### src/rtl/sec32_pkg.sv
// Shared definitions for the 32-bit SEC check encoder and its corrector.
// Holds the check-bit equations as masks, the word bundle type and helper functions.
package sec32_pkg;

  localparam int DATA_W = 32;
  localparam int CHK_W  = 8;
  localparam int INJ_W  = DATA_W + CHK_W;
  localparam int NIB_N  = DATA_W / 4;
  localparam int COL_N  = 4;

  localparam logic [5:0] INJ_SEL_MAX = 6'd39;

  // Bit i of CHK_MASK[c] is set when data bit i participates in check bit c.
  localparam logic [DATA_W-1:0] CHK_MASK [CHK_W] = '{
    32'h00FF_1111,
    32'hFF00_2222,
    32'h0F0F_4444,
    32'hF0F0_8888,
    32'h1111_00FF,
    32'h2222_FF00,
    32'h4444_0F0F,
    32'h8888_F0F0
  };

  typedef struct packed {
    logic [DATA_W-1:0] data;
    logic [CHK_W-1:0]  check;
  } sec32_word_t;

  // Folds nibble parities and the lower/upper column parities into c[7:0].
  function automatic logic [CHK_W-1:0] sec32_combine(
    input logic [NIB_N-1:0] nib,
    input logic [COL_N-1:0] col_lo,
    input logic [COL_N-1:0] col_hi
  );
    logic [CHK_W-1:0] c;
    c[0] = nib[4] ^ nib[5] ^ col_lo[0];
    c[1] = nib[6] ^ nib[7] ^ col_lo[1];
    c[2] = nib[4] ^ nib[6] ^ col_lo[2];
    c[3] = nib[5] ^ nib[7] ^ col_lo[3];
    c[4] = nib[0] ^ nib[1] ^ col_hi[0];
    c[5] = nib[2] ^ nib[3] ^ col_hi[1];
    c[6] = nib[0] ^ nib[2] ^ col_hi[2];
    c[7] = nib[1] ^ nib[3] ^ col_hi[3];
    return c;
  endfunction

  // Flat mask-based evaluation, convenient for reference models.
  function automatic logic [CHK_W-1:0] sec32_check_flat(input logic [DATA_W-1:0] d);
    logic [CHK_W-1:0] c;
    c = '0;
    for (int k = 0; k < CHK_W; k++) begin
      c[k] = ^(d & CHK_MASK[k]);
    end
    return c;
  endfunction

  // One-hot flip mask over {check, data}; sel must already be <= INJ_SEL_MAX.
  function automatic logic [INJ_W-1:0] sec32_inj_mask(input logic [5:0] sel);
    logic [INJ_W-1:0] m;
    m = {{(INJ_W-1){1'b0}}, 1'b1} << sel;
    return m;
  endfunction

endpackage

### src/rtl/sec32_parity_tree.sv
// Combinational nibble and column parities of a 32-bit word.
// Column parities are split into the lower and upper 16-bit halves.
module sec32_parity_tree
  import sec32_pkg::*;
(
  input  logic [DATA_W-1:0] data_i,
  output logic [NIB_N-1:0]  nib_par_o,
  output logic [COL_N-1:0]  col_lo_o,
  output logic [COL_N-1:0]  col_hi_o
);

  always_comb begin
    nib_par_o = '0;
    col_lo_o  = '0;
    col_hi_o  = '0;
    for (int k = 0; k < NIB_N; k++) begin
      nib_par_o[k] = ^data_i[4*k +: 4];
    end
    // Column j gathers bits j, j+4, j+8, j+12 within each 16-bit half.
    for (int j = 0; j < COL_N; j++) begin
      col_lo_o[j] = data_i[j]      ^ data_i[j+4]    ^ data_i[j+8]    ^ data_i[j+12];
      col_hi_o[j] = data_i[16+j]   ^ data_i[16+j+4] ^ data_i[16+j+8] ^ data_i[16+j+12];
    end
  end

endmodule

### src/rtl/sec32_check_encoder.sv
// Two-stage valid/ready encoder producing the SEC check bits for a 32-bit word,
// with a one-shot single-bit error-injection hook and a delivered-word counter.
module sec32_check_encoder
  import sec32_pkg::*;
#(
  parameter int CNT_W = 16
)
(
  input  logic              clk,
  input  logic              rst,
  input  logic              in_valid,
  output logic              in_ready,
  input  logic [DATA_W-1:0] in_data,
  output logic              out_valid,
  input  logic              out_ready,
  output logic [DATA_W-1:0] out_data,
  output logic [CHK_W-1:0]  out_check,
  output logic              out_en,
  input  logic              inj_arm,
  input  logic [5:0]        inj_sel,
  output logic              inj_pending,
  output logic [CNT_W-1:0]  word_cnt
);

  logic [NIB_N-1:0]  nib_par_s;
  logic [COL_N-1:0]  col_lo_s;
  logic [COL_N-1:0]  col_hi_s;

  logic              s2_load_s;
  logic              s1_adv_s;
  logic              in_fire_s;
  logic              out_fire_s;
  logic              arm_ok_s;

  logic              s1_valid_q, s1_valid_d;
  logic [DATA_W-1:0] s1_data_q,  s1_data_d;
  logic [NIB_N-1:0]  s1_nib_q,   s1_nib_d;
  logic [COL_N-1:0]  s1_clo_q,   s1_clo_d;
  logic [COL_N-1:0]  s1_chi_q,   s1_chi_d;
  logic [INJ_W-1:0]  s1_mask_q,  s1_mask_d;

  logic              out_valid_q, out_valid_d;
  logic              out_en_q,    out_en_d;
  sec32_word_t       out_word_q,  out_word_d;

  logic              inj_pend_q, inj_pend_d;
  logic [5:0]        inj_sel_q,  inj_sel_d;
  logic [CNT_W-1:0]  word_cnt_q, word_cnt_d;

  sec32_parity_tree u_parity_tree (
    .data_i    (in_data),
    .nib_par_o (nib_par_s),
    .col_lo_o  (col_lo_s),
    .col_hi_o  (col_hi_s)
  );

  assign s2_load_s  = !out_valid_q || out_ready;
  assign s1_adv_s   = !s1_valid_q || s2_load_s;
  assign in_fire_s  = in_valid && s1_adv_s;
  assign out_fire_s = out_valid_q && out_ready;
  assign arm_ok_s   = inj_arm && (inj_sel <= INJ_SEL_MAX);

  // Next-state for both pipeline stages, the injection arm and the counter.
  always_comb begin
    s1_valid_d  = s1_valid_q;
    s1_data_d   = s1_data_q;
    s1_nib_d    = s1_nib_q;
    s1_clo_d    = s1_clo_q;
    s1_chi_d    = s1_chi_q;
    s1_mask_d   = s1_mask_q;
    out_valid_d = out_valid_q;
    out_en_d    = out_en_q;
    out_word_d  = out_word_q;
    inj_pend_d  = inj_pend_q;
    inj_sel_d   = inj_sel_q;
    word_cnt_d  = word_cnt_q;

    if (s1_adv_s) begin
      s1_valid_d = in_valid;
      if (in_valid) begin
        s1_data_d = in_data;
        s1_nib_d  = nib_par_s;
        s1_clo_d  = col_lo_s;
        s1_chi_d  = col_hi_s;
        // Uses the arm state from before this cycle, so a same-cycle arm skips this word.
        if (inj_pend_q) begin
          s1_mask_d = sec32_inj_mask(inj_sel_q);
        end else begin
          s1_mask_d = '0;
        end
      end else begin
        s1_mask_d = s1_mask_q;
      end
    end else begin
      s1_valid_d = s1_valid_q;
    end

    if (s2_load_s) begin
      out_valid_d = s1_valid_q;
      out_en_d    = s1_valid_q;
      if (s1_valid_q) begin
        // Check bits come from clean data; the mask is applied afterwards.
        out_word_d.data  = s1_data_q ^ s1_mask_q[DATA_W-1:0];
        out_word_d.check = sec32_combine(s1_nib_q, s1_clo_q, s1_chi_q)
                           ^ s1_mask_q[INJ_W-1:DATA_W];
      end else begin
        out_word_d = out_word_q;
      end
    end else begin
      out_valid_d = out_valid_q;
    end

    if (arm_ok_s) begin
      inj_pend_d = 1'b1;
      inj_sel_d  = inj_sel;
    end else if (in_fire_s) begin
      inj_pend_d = 1'b0;
    end else begin
      inj_pend_d = inj_pend_q;
    end

    if (out_fire_s) begin
      word_cnt_d = word_cnt_q + {{(CNT_W-1){1'b0}}, 1'b1};
    end else begin
      word_cnt_d = word_cnt_q;
    end
  end

  // State registers with synchronous reset that drops all in-flight words.
  always_ff @(posedge clk) begin
    if (rst) begin
      s1_valid_q  <= 1'b0;
      s1_data_q   <= '0;
      s1_nib_q    <= '0;
      s1_clo_q    <= '0;
      s1_chi_q    <= '0;
      s1_mask_q   <= '0;
      out_valid_q <= 1'b0;
      out_en_q    <= 1'b0;
      out_word_q  <= '0;
      inj_pend_q  <= 1'b0;
      inj_sel_q   <= 6'd0;
      word_cnt_q  <= '0;
    end else begin
      s1_valid_q  <= s1_valid_d;
      s1_data_q   <= s1_data_d;
      s1_nib_q    <= s1_nib_d;
      s1_clo_q    <= s1_clo_d;
      s1_chi_q    <= s1_chi_d;
      s1_mask_q   <= s1_mask_d;
      out_valid_q <= out_valid_d;
      out_en_q    <= out_en_d;
      out_word_q  <= out_word_d;
      inj_pend_q  <= inj_pend_d;
      inj_sel_q   <= inj_sel_d;
      word_cnt_q  <= word_cnt_d;
    end
  end

  assign in_ready    = s1_adv_s;
  assign out_valid   = out_valid_q;
  assign out_en      = out_en_q;
  assign out_data    = out_word_q.data;
  assign out_check   = out_word_q.check;
  assign inj_pending = inj_pend_q;
  assign word_cnt    = word_cnt_q;

endmodule

### config.mk
export PLATFORM = sky130hd
export DESIGN_NAME = sec32_check_encoder
export DESIGN_NICKNAME = d
export VERILOG_FILES = /design/src/rtl/sec32_pkg.sv /design/src/rtl/sec32_parity_tree.sv /design/src/rtl/sec32_check_encoder.sv
export SDC_FILE = /design/constraint.sdc
export NUM_CORES = 1
export LEC_CHECK = 0
export ABC_AREA = 1
export BUFFER_PORTS_ARGS = -buffer_cell sky130_fd_sc_hd__buf_2
export CAP_MARGIN = 10
export CORE_MARGIN = 1
export CORE_UTILIZATION = 55
export DETAILED_ROUTE_END_ITERATION = 8
export GPL_TIMING_DRIVEN = 0
export PLACE_DENSITY = 0.75
export SYNTH_ARGS = -nofsm -noshare
export SYNTH_HDL_FRONTEND = slang
export SYNTH_HIERARCHICAL = 1
export SYNTH_SLANG_ARGS = --single-unit
### constraint.sdc
create_clock -name clk -period 1.45 [get_ports clk]
set_clock_uncertainty 0.1 [all_clocks]
set_input_delay 0.435 -clock clk [delete_from_list [all_inputs] [get_ports clk]]
set_output_delay 0.435 -clock clk [all_outputs]
set_load 0.02 [all_outputs]
==> reports/metrics.cfg, run 1 <==
[timing]
fmax_ghz = 0.604
min_period_ps = 1660
setup-tns-final_ps = -5100
hold_viol_final = 0
rsz0062_at_grt = true
drv_slew = 0
final.period_utilization = 1.14
setup_viol = 68
worst_slack_ps = -206
relSlewSlack = 0.525
worst_pin_slew_ps = 713

[route]
drt.antenna.violating_nets = 0
vias = 7336
viasPerCell = 5.21
drcViolationCount = 0
dr.pass1.iters = 5
drt_iter0_drc = 721
post_drt_wl_per_cell_um = 14.8
totalWireLength_mm = 20.9

[run_status]
violations = negative setup slack
status = finished, violations left

[cts]
cts_buffer_depth = 2
cts_tree = done
cts_buffers = 17
clockRootBuffer = clkbuf_16
h-tree-depth = 4
clk_pin_slew_ps = 60
clock-sinks = 153
insertion_delay_ps = 430

[run]
cap_violations = 0

[yosys]
yosys_warnings = 6
syn_nets = 1115
syn_inst = 1071
yosys-top-cells-count = nand2_1, nor2_1, dfxtp_1, inv_1, o21ai_0
synth.avg_cell_area_sq_um = 6.90
synth.most_common_cell = nand2_1
ys_ff_latch = 153
syn-cell-area_sq_um = 7390
yosysTopAreaCellShare = 0.415
yosysSeqAreaShare = 0.415
synth.distinct_cells = 28
async_flop_share = 0
synth-edff-count = 0
synthTopCellsByArea = dfxtp_1, nand2_1, nor2_1, xnor2_1, o21ai_0
yosysTopAreaCell = dfxtp_1
ys.flop_type = dfxtp_1

[final_layout]
layout.nets = 1268
fin_area_sq_um = 9720
diodes = 0
area_growth_pct = 31.6
drive_above_1_share = 0.269

[hold_path]
hold_class = primary input to flip-flop

[global_route]
grt_start_max_net_pins = 17
grt_usage = 0.286
grt_pass1_wl_mm = 31.1
grt_pass1_vias = 6368
antenna_found_initial = 0
overflow = 0

[die]
ios = 103
die_w_um = 118
die_area_sq_um = 13900
start_util = 0.574
core.rowCount = 41
die_height_um = 118
core_sq_um = 12900

[pwr]
power.leakage_uw = 0.00434
cellPowerDensity_nw_per_um2 = 1120
peakVddDrop_v = 0.000926

[critical_path]
critPathLaunchType = flip-flop
crit_type = flip-flop to flip-flop
path_buf_inv = 4
path_cells = buf_6, nand3_4, buf_4, buf_6, nand3_4, nor2_4, buf_6, nand3_1, a21oi_1
cp_common_cell = buf_6
cpPeakStageDelay_ps = 330
cp.arrival_ps = 1910
cp-end-kind = flip-flop
crit_family = simple AND/OR/NAND/NOR gates
cp_data_required_time_ps = 1700
cp_max_fo = 4
critPathSlowestCell = dfxtp_2

[place]
place_area_sq_um = 8120
place_congestion = 0.934
place_hpwl_mm = 13.8
io_buffers = 102

==> final timing paths <==
path / from / endpoint / slack [ps] / cells past startpoint
setup / recovery: out_en$_SDFFE_PP0P_ / s1_mask_q[9]$_SDFFE_PP0P_ / -210 / 9
hold / removal: inj_sel[3] / inj_sel_q[3]$_SDFFE_PP0P_ / 170 / 3
setup reg to reg: out_en$_SDFFE_PP0P_ / s1_mask_q[9]$_SDFFE_PP0P_ / -210 / 9
hold reg to reg: word_cnt[6]$_SDFFE_PP0P_ / word_cnt[6]$_SDFFE_PP0P_ / 360 / 1
==> layer usage <==
metal	global-route usage	up-vias	wire length, um
li1	-	3683	-
met1	0.375	3377	9240
met2	0.472	240	10000
met3	0.0489	36	1200
met4	0.0994	0	423
met5	0	-	0
==> worst min-delay path, delay by kind of cell <==
| family | cells | cell delay, ps |
|---|---|---|
| and+or+nand+nor | 1 | 60 |
| AOI/OAI and AO/OA | 1 | 50 |
| buffers and inverters | 1 | 110 |
==> area by class of cell <==
cell class / instances / area [sq um]
tap: 172 / 215
clock buffer: 18 / 429
fill: 978 / 3150
inverter: 93 / 352
buffer: 52 / 340
sequential: 153 / 3150
clock inverter: 14 / 198
timing repair buffer: 133 / 1040
multi-input combinational: 774 / 4000
==> repair_timing <==
| item | 4_1_cts | 5_1_grt |
|---|---|---|
| pin swaps | 3 | 11 |
| hold buffers | 0 | 0 |
| buffers inserted | 19 | 11 |
| endpoints found under the setup margin | 137 | 151 |
| cloned | 0 | 2 |
| resized for setup | 132 | 161 |
==> sequential cells by signal, indices dropped and copies added (netlist names) <==
name         cells
s1_nib_q         8
s1_valid_q       1
out_check        8
s1_clo_q         4
s1_data_q       32
inj_sel_q        6
out_en           1
out_data        32
s1_mask_q       40
word_cnt        16
inj_pending      1
s1_chi_q         4
==> cells in the final DEF, fill, tap and decap left out, drive strengths merged <==
cell type,netlist,final
inv,93,94
nand2,272,273
nor3,10,10
a211oi,2,2
nor4,1,1
a21oi,87,87
bufinv,0,4
xor2,2,2
clkinvlp,0,5
dfxtp,153,153
clkbuf,20,40
xnor2,64,64
nor2,196,196
buf,32,163
nand4,15,15
ha,1,1
clkinv,0,4
nand3,33,33
o21ai,90,90
==> kinds of logic (layout without fill, tap and decap cells) <==
family | Yosys count | count (layout) | synth area share
simple gates | 527 | 528 | 0.294
flops | 153 | 153 | 0.415
fa+ha+maj | 1 | 1 | 0.00169
xor+xnor | 66 | 66 | 0.0783
compound gates | 179 | 179 | 0.128
buf+inv | 145 | 310 | 0.0837
==> metrics by stage <==
step	hold slack (ps)	setup slack [ps]	power (uW)	utilization	cells
after floorplan	356	1.89	5590	-	1071
after detailed placement	371	-549	6050	0.630	1345
after global routing	190	-251	11300	0.755	1409
after global placement	373	-524	6030	0.630	1345
final	173	-206	10900	0.755	1409
after CTS	156	-205	10800	0.714	1396
==> where the power goes <==
group	switching, uW	internal [uW]	total, uW
clock network	1800	2890	4680
logic	992	661	1650
registers	170	4420	4590
total	2960	7970	10900
Note: power is estimated with default switching activity, not from simulation.
==> inputs of run 2 (changes only) <==
--- a/config.mk
+++ b/config.mk
@@ -9,10 +9,10 @@
 export BUFFER_PORTS_ARGS = -buffer_cell sky130_fd_sc_hd__buf_2
 export CAP_MARGIN = 10
 export CORE_MARGIN = 1
-export CORE_UTILIZATION = 55
+export CORE_UTILIZATION = 35
 export DETAILED_ROUTE_END_ITERATION = 8
 export GPL_TIMING_DRIVEN = 0
-export PLACE_DENSITY = 0.75
+export PLACE_DENSITY = 0.51
 export SYNTH_ARGS = -nofsm -noshare
 export SYNTH_HDL_FRONTEND = slang
 export SYNTH_HIERARCHICAL = 1
==> run 2 against run 1 <==
Effect of this change:
- the flow still finishes with violations (negative setup slack)
- combinational power grew 7%
- via count shrank 3.7%
- core utilization shrank 26 points
- sequential share of layout area shrank 1.1 points
- critical endpoint is now in_ready
- largest cell class unchanged
==> reports/metrics.cfg, run 2 (synthesis gave the netlist of run 1 again) <==
[cts]
cts_tree = done
cts_buffer_depth = 2  ; unchanged
clk_pin_slew_ps = 70  ; about the same
clockRootBuffer = clkbuf_16
cts_buffers = 17  ; unchanged
insertion_delay_ps = 420  ; about the same
h-tree-depth = 4  ; unchanged
clock-sinks = 153  ; unchanged

[final_layout]
fillers = 2092  ; +110%
regMostFlops = s1_mask_q
multi_input_area_sq_um = 3910  ; -2.2%
area_growth_pct = 36.7
regArea_sq_um = 3160  ; +0.20%
drive_above_1_share = 0.269  ; about the same
mostFrequentLayoutCell = nand2_1
diodes = 0  ; unchanged
layoutNonFillerInstCount = 1515  ; +7.5%
mostFrequentLayoutCells = nand2_1, nor2_1, dfxtp_1, inv_1, buf_6
layout.nets = 1276  ; +0.63%
largest_reg_flops = 40  ; unchanged
final_util = 0.493  ; -0.263

[pwr]
p_sw_uw = 3030  ; +2.3%
pwr-share-seq = 0.416  ; -0.004
pwr-share-clk = 0.424  ; -0.004
p_int_uw = 8030  ; +0.78%
peakVddDrop_v = 0.000814  ; -12%
power.leakage_uw = 0.00447  ; +3.0%
fin_total_pwr_uw = 11100  ; +1.2%
power_frac_comb = 0.159  ; +0.008
netSwitchingFraction = 0.274  ; +0.00303
cellPowerDensity_nw_per_um2 = 1090  ; -2.5%

[critical_path]
cp_max_fo = 3  ; -1
critPathLaunchType = flip-flop
crit_type = flip-flop to output port
cp-end-kind = output port
cp_data_required_time_ps = 920  ; -780 ps
cp.arrival_ps = 1110  ; -800 ps

[timing]
setup_viol = 97  ; +43%
relSlewSlack = 0.545  ; +0.0200
final.period_utilization = 1.14  ; -0.00561
min_period_ps = 1650  ; -8.14 ps
hold_viol_final = 0  ; unchanged
hold_ws_ps = 185  ; +11.8 ps
rsz0062_at_grt = true
drv_slew = 0  ; unchanged
fmax_ghz = 0.607  ; +0.49%
worst_slack_ps = -198  ; +8.14 ps
worst_pin_slew_ps = 683  ; -29.9 ps

[global_route]
grt_start_max_net_pins = 17  ; unchanged
grt_usage = 0.204  ; -0.0822
antenna_found_initial = 0  ; unchanged
grt_pass1_vias = 6386  ; +0.28%
overflow = 0  ; unchanged
grt_pass1_wl_mm = 34.0  ; +9.1%

[place]
place_hpwl_mm = 15.6  ; +13%
place_congestion = 0.876  ; -6.2%
placedCellCount = 1443  ; +7.3%
io_buffers = 102  ; unchanged

[run]
cap_violations = 0  ; unchanged

[route]
dr.pass1.iters = 5  ; unchanged
totalWireLength_mm = 21.9  ; +4.6%
post_drt_wl_per_cell_um = 14.4  ; -2.7%
drcViolationCount = 0  ; unchanged
vias = 7065  ; -3.7%
viasPerCell = 4.66  ; -10%
drt.antenna.violating_nets = 0  ; unchanged
drt_iter0_drc = 434  ; -40%

[run_status]
violations = negative setup slack
status = finished, violations left

[die]
die_height_um = 147  ; +25%
ios = 103  ; unchanged
core_sq_um = 20500  ; +59%
core.rowCount = 52  ; +27%
die_area_sq_um = 21700  ; +56%
die_w_um = 147  ; +25%
start_util = 0.360  ; -0.213

[hold_path]
hold_class = primary input to flip-flop

-- run 2: changes by cell type in the layout (fill, tap and decap cells not counted), sizes merged --
cell / delta
bufinv: -1
clkbuf: +1
clkinv: -1
buf: +8
bufbuf: +2
clkinvlp: -4
inv: +3
-- run 2: area by class of cell --
type	count	area share
plain buffers	52	0.0404
clock buffers	21	0.0456
clock inverters	11	0.0160
inverters	93	0.0348
multi-input cells	774	0.387
flip-flops and latches	153	0.313
well taps	270	0.0335
repair buffers	141	0.130
-- run 2: worst paths after layout --
kind / endpoint / slack (ps) / from / cells past startpoint
max: in_ready / -200 / out_en$_SDFFE_PP0P_ / 3
min: inj_sel_q[3]$_SDFFE_PP0P_ / 180 / inj_sel[3] / 3
max reg2reg: out_data[9]$_SDFFE_PP0P_ / -160 / out_en$_SDFFE_PP0P_ / 7
min reg2reg: word_cnt[4]$_SDFFE_PP0P_ / 360 / word_cnt[4]$_SDFFE_PP0P_ / 1
-- run 2: through the flow --
step | instance area, sq um | setup TNS (ps) | worst slack [ps]
after floorplan | 7390 | 0 | 1.89
after global placement | 8240 | -38850 | -555
after detailed placement | 8240 | -40940 | -567
after CTS | 9630 | -5350 | -218
after global routing | 10100 | -16790 | -259
final | 10100 | -7570 | -198
-- run 2: power groups by stage --
stage	registers [uW]	logic [uW]	clock network (uW)
CTS	4580	1640	4800
finish	4600	1760	4690
detailed placement	4670	1420	0
global placement	4670	1420	0
global route	4630	1940	4970
floorplan	4740	853	0
-- run 2: worst max-delay path, stage by stage, from the launching register on --
cell and delay [ps]:
dfxtp_2 360, buf_6 110, nand3_4 80, buf_6 140
-- run 2: routing by layer --
metal / vias up / share of wire / wire length [um] / GRT usage
li1: 3695 / - / - / -
met2: 147 / 0.46 / 10000 / 0.323
met5: - / 0 / 0 / 0
met3: 16 / 0.038 / 833 / 0.0413
met4: 0 / 0.011 / 235 / 0.0552
met1: 3207 / 0.49 / 10800 / 0.280
-- run 2: repair_timing --
item	CTS	global route
endpoints found under the setup margin	163	197
pin swaps	2	7
hold buffers	0	0
gates cloned	7	2
buffers inserted	23	9
resized for setup	166	173
